[src/rtl/huff_session_ctrl.sv]
// rtl/huff_session_ctrl.sv - Huffman session sequencer: RX capture, core start/done, optional table dump
// Define HUFF_CTRL_DUMP_EN to stream the encoding table out of the UART TX byte interface.
module huff_session_ctrl #(
  parameter int MEM_DEPTH  = 102400,
  parameter int ADDR_W     = 17,
  parameter int ASCII_SIZE = 256,
  parameter int CODE_W     = 32
) (
  input  logic              clk,
  input  logic              reset,
  input  logic [7:0]        rx_data,
  input  logic              rx_valid,
  output logic              ram_we,
  output logic [ADDR_W-1:0] ram_addr,
  output logic [7:0]        ram_din,
  output logic              core_start,
  input  logic              core_done,
  output logic              enc_en,
  output logic [7:0]        enc_addr,
  input  logic [CODE_W-1:0] enc_dout,
  output logic [7:0]        tx_data,
  output logic              tx_valid,
  input  logic              tx_ready,
  output logic              rx_done,
  output logic              busy,
  output logic              err_overrun
);

  localparam logic [ADDR_W-1:0] LAST_ADDR = ADDR_W'(MEM_DEPTH - 1);

  typedef enum logic [2:0] {
    S_CAPTURE,
    S_START,
    S_WAIT_DONE,
    S_DUMP_RD,
    S_DUMP_TX,
    S_FINISH
  } state_t;

  state_t            state, state_nxt;
  logic [ADDR_W-1:0] cnt, cnt_nxt;
  logic              ram_we_nxt;
  logic [ADDR_W-1:0] ram_addr_nxt;
  logic [7:0]        ram_din_nxt;
  logic              core_start_nxt;
  logic              rx_done_nxt;
  logic              err_overrun_nxt;

`ifdef HUFF_CTRL_DUMP_EN
  localparam int              NBYTES    = CODE_W / 8;
  localparam int              BC_W      = (NBYTES > 1) ? $clog2(NBYTES) : 1;
  localparam logic [BC_W-1:0] LAST_BYTE = BC_W'(NBYTES - 1);
  localparam logic [7:0]      LAST_IDX  = 8'(ASCII_SIZE - 1);

  logic [7:0]        idx, idx_nxt;
  logic              enc_en_nxt;
  logic [7:0]        enc_addr_nxt;
  logic              tx_valid_nxt;
  logic [7:0]        tx_data_nxt;
  logic [CODE_W-1:0] shreg, shreg_nxt, shreg_shift;
  logic [BC_W-1:0]   byte_cnt, byte_cnt_nxt;
  // rd_wait marks the second DUMP_RD cycle, when enc_dout is valid
  logic              rd_wait, rd_wait_nxt;

  assign shreg_shift = shreg << 8;
`endif

  assign busy = (state != S_CAPTURE);

  always_ff @(posedge clk or posedge reset) begin
    if (reset) begin
      state       <= S_CAPTURE;
      cnt         <= '0;
      ram_we      <= 1'b0;
      ram_addr    <= '0;
      ram_din     <= '0;
      core_start  <= 1'b0;
      rx_done     <= 1'b0;
      err_overrun <= 1'b0;
    end else begin
      state       <= state_nxt;
      cnt         <= cnt_nxt;
      ram_we      <= ram_we_nxt;
      ram_addr    <= ram_addr_nxt;
      ram_din     <= ram_din_nxt;
      core_start  <= core_start_nxt;
      rx_done     <= rx_done_nxt;
      err_overrun <= err_overrun_nxt;
    end
  end

  always_comb begin
    state_nxt       = state;
    cnt_nxt         = cnt;
    ram_we_nxt      = 1'b0;
    ram_addr_nxt    = ram_addr;
    ram_din_nxt     = ram_din;
    core_start_nxt  = core_start;
    rx_done_nxt     = rx_done;
    // bytes outside CAPTURE are dropped and flagged until reset
    err_overrun_nxt = err_overrun | (rx_valid && (state != S_CAPTURE));
`ifdef HUFF_CTRL_DUMP_EN
    idx_nxt      = idx;
    enc_en_nxt   = 1'b0;
    enc_addr_nxt = enc_addr;
    tx_valid_nxt = tx_valid;
    tx_data_nxt  = tx_data;
    shreg_nxt    = shreg;
    byte_cnt_nxt = byte_cnt;
    rd_wait_nxt  = rd_wait;
`endif
    case (state)
      S_CAPTURE: begin
        if (rx_valid) begin
          ram_we_nxt   = 1'b1;
          ram_addr_nxt = cnt;
          ram_din_nxt  = rx_data;
          if (cnt == LAST_ADDR) begin
            cnt_nxt     = '0;
            rx_done_nxt = 1'b1;
            state_nxt   = S_START;
          end else begin
            cnt_nxt = cnt + 1'b1;
          end
        end
      end
      S_START: begin
        core_start_nxt = 1'b1;
        state_nxt      = S_WAIT_DONE;
      end
      S_WAIT_DONE: begin
        if (core_done) begin
          core_start_nxt = 1'b0;
`ifdef HUFF_CTRL_DUMP_EN
          enc_en_nxt   = 1'b1;
          enc_addr_nxt = idx;
          rd_wait_nxt  = 1'b0;
          state_nxt    = S_DUMP_RD;
`else
          state_nxt = S_FINISH;
`endif
        end
      end
`ifdef HUFF_CTRL_DUMP_EN
      S_DUMP_RD: begin
        if (!rd_wait) begin
          rd_wait_nxt = 1'b1;
        end else begin
          rd_wait_nxt  = 1'b0;
          shreg_nxt    = enc_dout;
          tx_data_nxt  = enc_dout[CODE_W-1 -: 8];
          tx_valid_nxt = 1'b1;
          byte_cnt_nxt = '0;
          state_nxt    = S_DUMP_TX;
        end
      end
      S_DUMP_TX: begin
        if (tx_valid && tx_ready) begin
          if (byte_cnt == LAST_BYTE) begin
            tx_valid_nxt = 1'b0;
            tx_data_nxt  = '0;
            if (idx == LAST_IDX) begin
              state_nxt = S_FINISH;
            end else begin
              idx_nxt      = idx + 1'b1;
              enc_en_nxt   = 1'b1;
              enc_addr_nxt = idx + 1'b1;
              state_nxt    = S_DUMP_RD;
            end
          end else begin
            shreg_nxt    = shreg_shift;
            tx_data_nxt  = shreg_shift[CODE_W-1 -: 8];
            byte_cnt_nxt = byte_cnt + 1'b1;
          end
        end
      end
`endif
      S_FINISH: begin
        rx_done_nxt = 1'b0;
        cnt_nxt     = '0;
`ifdef HUFF_CTRL_DUMP_EN
        idx_nxt = '0;
`endif
        state_nxt = S_CAPTURE;
      end
      default: state_nxt = S_CAPTURE;
    endcase
  end

`ifdef HUFF_CTRL_DUMP_EN
  always_ff @(posedge clk or posedge reset) begin
    if (reset) begin
      idx      <= '0;
      enc_en   <= 1'b0;
      enc_addr <= '0;
      tx_valid <= 1'b0;
      tx_data  <= '0;
      shreg    <= '0;
      byte_cnt <= '0;
      rd_wait  <= 1'b0;
    end else begin
      idx      <= idx_nxt;
      enc_en   <= enc_en_nxt;
      enc_addr <= enc_addr_nxt;
      tx_valid <= tx_valid_nxt;
      tx_data  <= tx_data_nxt;
      shreg    <= shreg_nxt;
      byte_cnt <= byte_cnt_nxt;
      rd_wait  <= rd_wait_nxt;
    end
  end
`else
  assign enc_en   = 1'b0;
  assign enc_addr = '0;
  assign tx_valid = 1'b0;
  assign tx_data  = '0;

  localparam int unused_ascii_size = ASCII_SIZE;
  logic unused_dump_inputs;
  assign unused_dump_inputs = ^{tx_ready, enc_dout};
`endif

endmodule

[config.mk]
export PLATFORM = sky130hd
export DESIGN_NAME = huff_session_ctrl
export DESIGN_NICKNAME = d
export VERILOG_FILES = /design/src/rtl/huff_session_ctrl.sv
export SDC_FILE = /design/constraint.sdc
export NUM_CORES = 1
export LEC_CHECK = 0
export ABC_AREA = 1
export CORE_ASPECT_RATIO = 1.5
export CORE_UTILIZATION = 48
export DETAILED_ROUTE_END_ITERATION = 6
export PLACE_DENSITY = 0.92
export RECOVER_POWER = 25
export SYNTH_ARGS = -nofsm -noshare
export SYNTH_HDL_FRONTEND = slang
export SYNTH_SLANG_ARGS = --single-unit
[constraint.sdc]
create_clock -name clk -period 2.31 [get_ports clk]
set_input_delay 0.462 -clock clk [delete_from_list [all_inputs] [get_ports clk]]
set_output_delay 0.462 -clock clk [all_outputs]
set_load 0.01 [all_outputs]
# [After elaboration in Yosys (flattened, before gate mapping)]
# Index checks and enable logic that the tools add are counted.
[classes] addsub=1 eq_ne=7 n_mux=14 n_bitwise=1 reduce_logical=10
[ops] operator="17-bit 2-to-1 mux" n=2
[ops] operator="17-bit one-hot mux with 2 select lines" n=1
[ops] operator="17-bit by 1-bit adder with 17-bit output, second input constant" n=1
[ops] operator="17-bit equality test, second input constant" n=1
[ops] operator="3-bit 2-to-1 mux" n=3
[ops] operator="3-bit one-hot mux with 3 select lines" n=1
[ops] operator="2-bit inequality test, second input constant" n=3
[ops] operator="2-bit AND reduction" n=3
[ops] operator="3-bit AND reduction" n=2
[ops] operator="1-bit 2-to-1 mux" n=5
[ops] operator="1-bit one-hot mux with 2 select lines" n=2
[ops] operator="2-bit nonzero test" n=2
[ops] operator="3-bit by 1-bit equality test with 1-bit output, second input constant" n=1
[ops] operator="3-bit by 2-bit equality test with 1-bit output, second input constant" n=1
[ops] operator="3-bit equality test, second input constant" n=1
[ops] operator="3-bit logical NOT" n=1
[ops] operator="3-bit nonzero test" n=1
[ops] operator="1-bit logical AND" n=1
[ops] operator="1-bit bitwise OR" n=1
[totals] reg_bits=49 out_inout_bits=48 word_cells=41

# [Logic depth before layout (Yosys ltp)]
# Gate-level depths: netlist of the first run.
[logic_depth] word_depth=4 depth_mapped=10 mapped_depth_nobuf=10

# [Worst setup path before layout of the first run]
# OpenSTA, ideal clock, no wires.
[synth_timing] kind="register to register" start="reg cnt[1]" end="reg cnt[15]" setup_ns=0.124 arrival_time_ns=1.280 required_ns=2.186 slack_ns=0.907 stages_incl_launch_ff=10 path_buffers=1 period_less_slack_ns=1.403 cell_sequence="dfrtp_1 ha_1 nand2_1 nor2_2 nand2_4 nor2_4 nand2_2 nand2_4 buf_6 o21bai_1"
[synth_via] elab_chain_len=4 elab_cells_between_ends=5 classes_between="1 x add/sub; 1 x eq/ne; 3 x mux"
[synth_lines] element="start: declaration" line="41" source="logic [ADDR_W-1:0] cnt, cnt_nxt;"
[synth_lines] element="start signal: assignment" line="82" source="cnt <= cnt_nxt;"
[synth_lines] element="17-bit by 1-bit adder with 17-bit output or 17-bit equality test (tied branches)" line="123, 118"
[synth_lines] element="17-bit 2-to-1 mux (*)" line="118" source="if (cnt == LAST_ADDR) begin"
[synth_lines] element="17-bit 2-to-1 mux (*)" line="114" source="if (rx_valid) begin"
[synth_lines] element="17-bit one-hot mux with 2 select lines (*)" line="112" source="case (state)"
# Mark *: on every way between the ends. The rest lies on a longest branch, timed or not. The select of a mux whose other input is x is not followed.
# A chain may end at the register's enable or synchronous reset.

# [Worst setup path in the final report of the first run]
[layout_timing] start="reg state[2]" end="out busy"
[layout_via] elab_chain_len=1
[layout_lines] element="start: declaration" line="40" source="state_t state, state_nxt;"
[layout_lines] element="start signal: assignment" line="81" source="state <= state_nxt;"
[layout_lines] element="3-bit nonzero test" line="68" source="assign busy = (state != S_CAPTURE);"
[layout_lines] element="end: declaration" line="25" source="output logic busy,"
# Every way passes these cells.

==> results of run 1 <==
## worst max-delay path: cells and delay by family (launching register included)
| family | cells | cell delay, ns |
|---|---|---|
| and+or+nand+nor | 2 | 0.39 |
| buffers and inverters | 1 | 0.51 |
| DFF | 1 | 0.41 |
## path summary, 6_finish.rpt
path	start	to	slack [ns]
setup / recovery	state[2]$_DFFE_PP0P_	busy	0.23
hold / removal	err_overrun$_DFF_PP0_	err_overrun$_DFF_PP0_	0.46
setup reg to reg	cnt[1]$_DFFE_PP0P_	cnt[11]$_DFFE_PP0P_	0.61
hold reg to reg	err_overrun$_DFF_PP0_	err_overrun$_DFF_PP0_	0.46
max in group asynchronous	reset	cnt[10]$_DFFE_PP0P_	0.87
min in group asynchronous	reset	ram_din[6]$_DFFE_PP0P_	0.79
## power by group
part | total (mW) | switching [mW] | internal (mW)
sequential | 1.17 | 0.138 | 1.04
combinational | 0.969 | 0.556 | 0.413
clock | 0.513 | 0.298 | 0.215
total | 2.66 | 0.992 | 1.66
## through the flow
stage	cells	setup slack (ns)	hold WS (ns)	total power, mW	util
after floorplan	316	0.6752	0.4905	1.812	-
after global placement	400	0.3724	0.4390	2.097	0.5850
final	408	0.2317	0.4620	2.657	0.6017
after detailed placement	400	0.3405	0.4450	2.152	0.5850
after global routing	408	0.1515	0.4937	2.843	0.6017
after CTS	408	0.3383	0.4671	2.683	0.6033
## registers in the layout (all words and copies together), names as in the netlist
register / flops
ram_we: 1
core_start: 1
state: 3
ram_din: 8
err_overrun: 1
ram_addr: 17
rx_done: 1
cnt: 17
## metal layers
layer  wire length [um]  up-vias  share of wire
met5                  0        -              0
met4                209        0          0.038
met3                246       22          0.044
met2               3142       93           0.57
met1               1942      940           0.35
li1                   -      971              -
## final cells by class
| class | instances | share of cell area |
|---|---|---|
| sequential | 49 | 0.4137 |
| multi-input combinational | 215 | 0.3449 |
| timing repair buffer | 44 | 0.1503 |
| inverter | 26 | 0.03293 |
| tap | 66 | 0.02786 |
| clock buffer | 5 | 0.02322 |
| clock inverter | 3 | 0.007176 |
## synthesized netlist by cell type
cell type,n
nand2_1,107
a21oi_1,1
o21bai_1,2
inv_1,20
a21boi_1,1
conb_1,1
nor2_2,1
a21o_1,1
o21ai_0,10
nand2_2,4
nor2_4,4
nand3b_1,1
nor2_1,20
nor3_1,2
nand3_1,10
ha_1,1
nor2_8,1
inv_2,6
buf_6,5
nand2_4,3
xor2_1,7
nand4_1,1
o21ai_2,5
buf_4,19
dfrtp_1,49
o21ai_1,14
xnor2_1,1
buf_2,2
## kinds of logic (layout without fill, tap and decap cells)
group / Yosys count / count (layout)
buffers and inverters: 52 / 78
other: 1 / 18
and+or+nand+nor: 154 / 154
DFF: 49 / 49
adders and majority gates: 1 / 1
AOI/OAI and AO/OA: 34 / 34
xor gates and xnor gates: 8 / 8
==> impl_metrics.py, run 1 <==
metrics = {
    "run_status": {
        "status": "finished, final reports clean",
    },
    "timing": {
        "fmax_ghz": 0.4812,
        "post-route-period-util": 0.8997,
        "drv_slew": 0,
        "setup_violations": 0,
        "slew-limit-headroom": 0.3792,
        "hold_viol": 0,
        "fin_tns_setup_ns": 0,
        "finClkSkew_ns": 0.005853,
        "rsz0062_at_grt": "false",
        "tightest_slew_ns": 0.9302,
        "finalCriticalPeriod_ns": 2.078,
    },
    "finish": {
        "multiInputGateArea_um2": 1022,
        "drive_gt1_frac": 0.09942,
        "design_area_um2": 2964,
        "mostFrequentLayoutCells": "nand2_1, dfrtp_1, clkdlybuf4s50_1, nor2_1, inv_1",
        "synthToLayoutAreaGrowth_pct": 18.63,
        "seqCellArea_um2": 1226,
        "nets": 387,
        "final_common_cell": "nand2_1",
        "nFillCells": 411,
        "diodes": 0,
    },
    "synth": {
        "yosysTopAreaCell": "dfrtp_1",
        "ys_ff_latch": 49,
        "syn_area_per_cell_um2": 8.357,
        "yosysSeqAreaShare": 0.4907,
        "synth_compound_area_frac": 0.07962,
        "synth_top_family_by_area": "simple AND/OR/NAND/NOR gates",
        "synthMuxAreaShare": 0,
        "syn_area_um2": 2499,
        "yosysWarnings": 0,
        "ys_types": 28,
        "synth_cells": 299,
        "synthAdderAreaFrac": 0.005008,
        "synth_area_leaders": "dfrtp_1, nand2_1, buf_4",
        "synth-simple-area-share": 0.2724,
        "yosys.area.top_type_share": 0.4907,
        "synthXorXnorAreaFrac": 0.02804,
    },
    "cts": {
        "cts_hold_buf": 0,
        "clkTransAtPathRegs_ns": 0.09,
        "tritoncts": "done",
        "cts_setup_buffers": 0,
        "clockBufferDepth": 2,
        "root_buffer": "clkbuf_8",
        "clkLatencyLatePin_ns": 0.30,
        "cts_buffers": 5,
        "htreeDepth": 2,
        "numClockSinks": 49,
        "cts_resized": 0,
    },
    "floorplan": {
        "die_x_um": 60.91,
        "start_util": 0.5072,
        "io_pins": 93,
        "die_area_um2": 5504,
        "num_rows": 31,
        "die_h_um": 90.37,
        "coreArea_um2": 4926,
    },
    "hold_path": {
        "whs_path_depth": 1,
        "hold_path.class": "flip-flop to flip-flop",
    },
    "detailed_routing": {
        "antenna_left": 0,
        "initialDrtViolationCount": 125,
        "routed_wl_um": 5540,
        "via_per_inst": 4.966,
        "vias": 2026,
        "drcViolationCount": 0,
        "drt-wirelength-per-cell_um": 13.58,
        "firstDrtPassIters": 5,
    },
    "global_route": {
        "grt_pass1_vias": 2071,
        "grt_max_degree": 26,
        "grt_use_total": 0.2331,
        "grt_pass1_wl_um": 9446,
        "grtUsageMet3": 0.05301,
        "grt_overflow": 0,
        "grtUsageMet2": 0.4020,
        "top_usage_layer": "met2",
        "antenna_found_initial": 0,
        "gr-usage-met1": 0.2422,
    },
    "setup_path": {
        "crit_path_max_fanout": 5,
        "ff2ff_path_depth": 10,
        "crit_chain": "nor2_1 > nand2_4 > clkdlybuf4s50_1",
        "slowest_delay_ns": 0.51,
        "path_class": "flip-flop to output pin",
        "cp_slowest_cell": "clkdlybuf4s50_1",
        "arrival_ns": 1.62,
        "required_ns": 1.85,
        "crit_path_end_kind": "output pin",
        "start_kind": "flip-flop",
    },
    "power_and_ir_drop": {
        "powerDensity_nw_per_um2": 896.3,
        "p_leak_nw": 1.350,
        "ir_drop_v": 0.0004745,
    },
    "placed_design": {
        "dp_hpwl_um": 3902,
        "dpl_cell_area_um2": 2882,
        "io_buffers": 41,
        "gp_congestion": 0.9374,
    },
    "flow_run": {
        "drv_cap": 0,
    },
}
(Power assumes the default switching activity.)
==> run 2: changes to the inputs <==
- CAP_MARGIN: not set -> 20
==> results of run 2 <==
Final layout, timing and power as in run 1 (identical DEF).
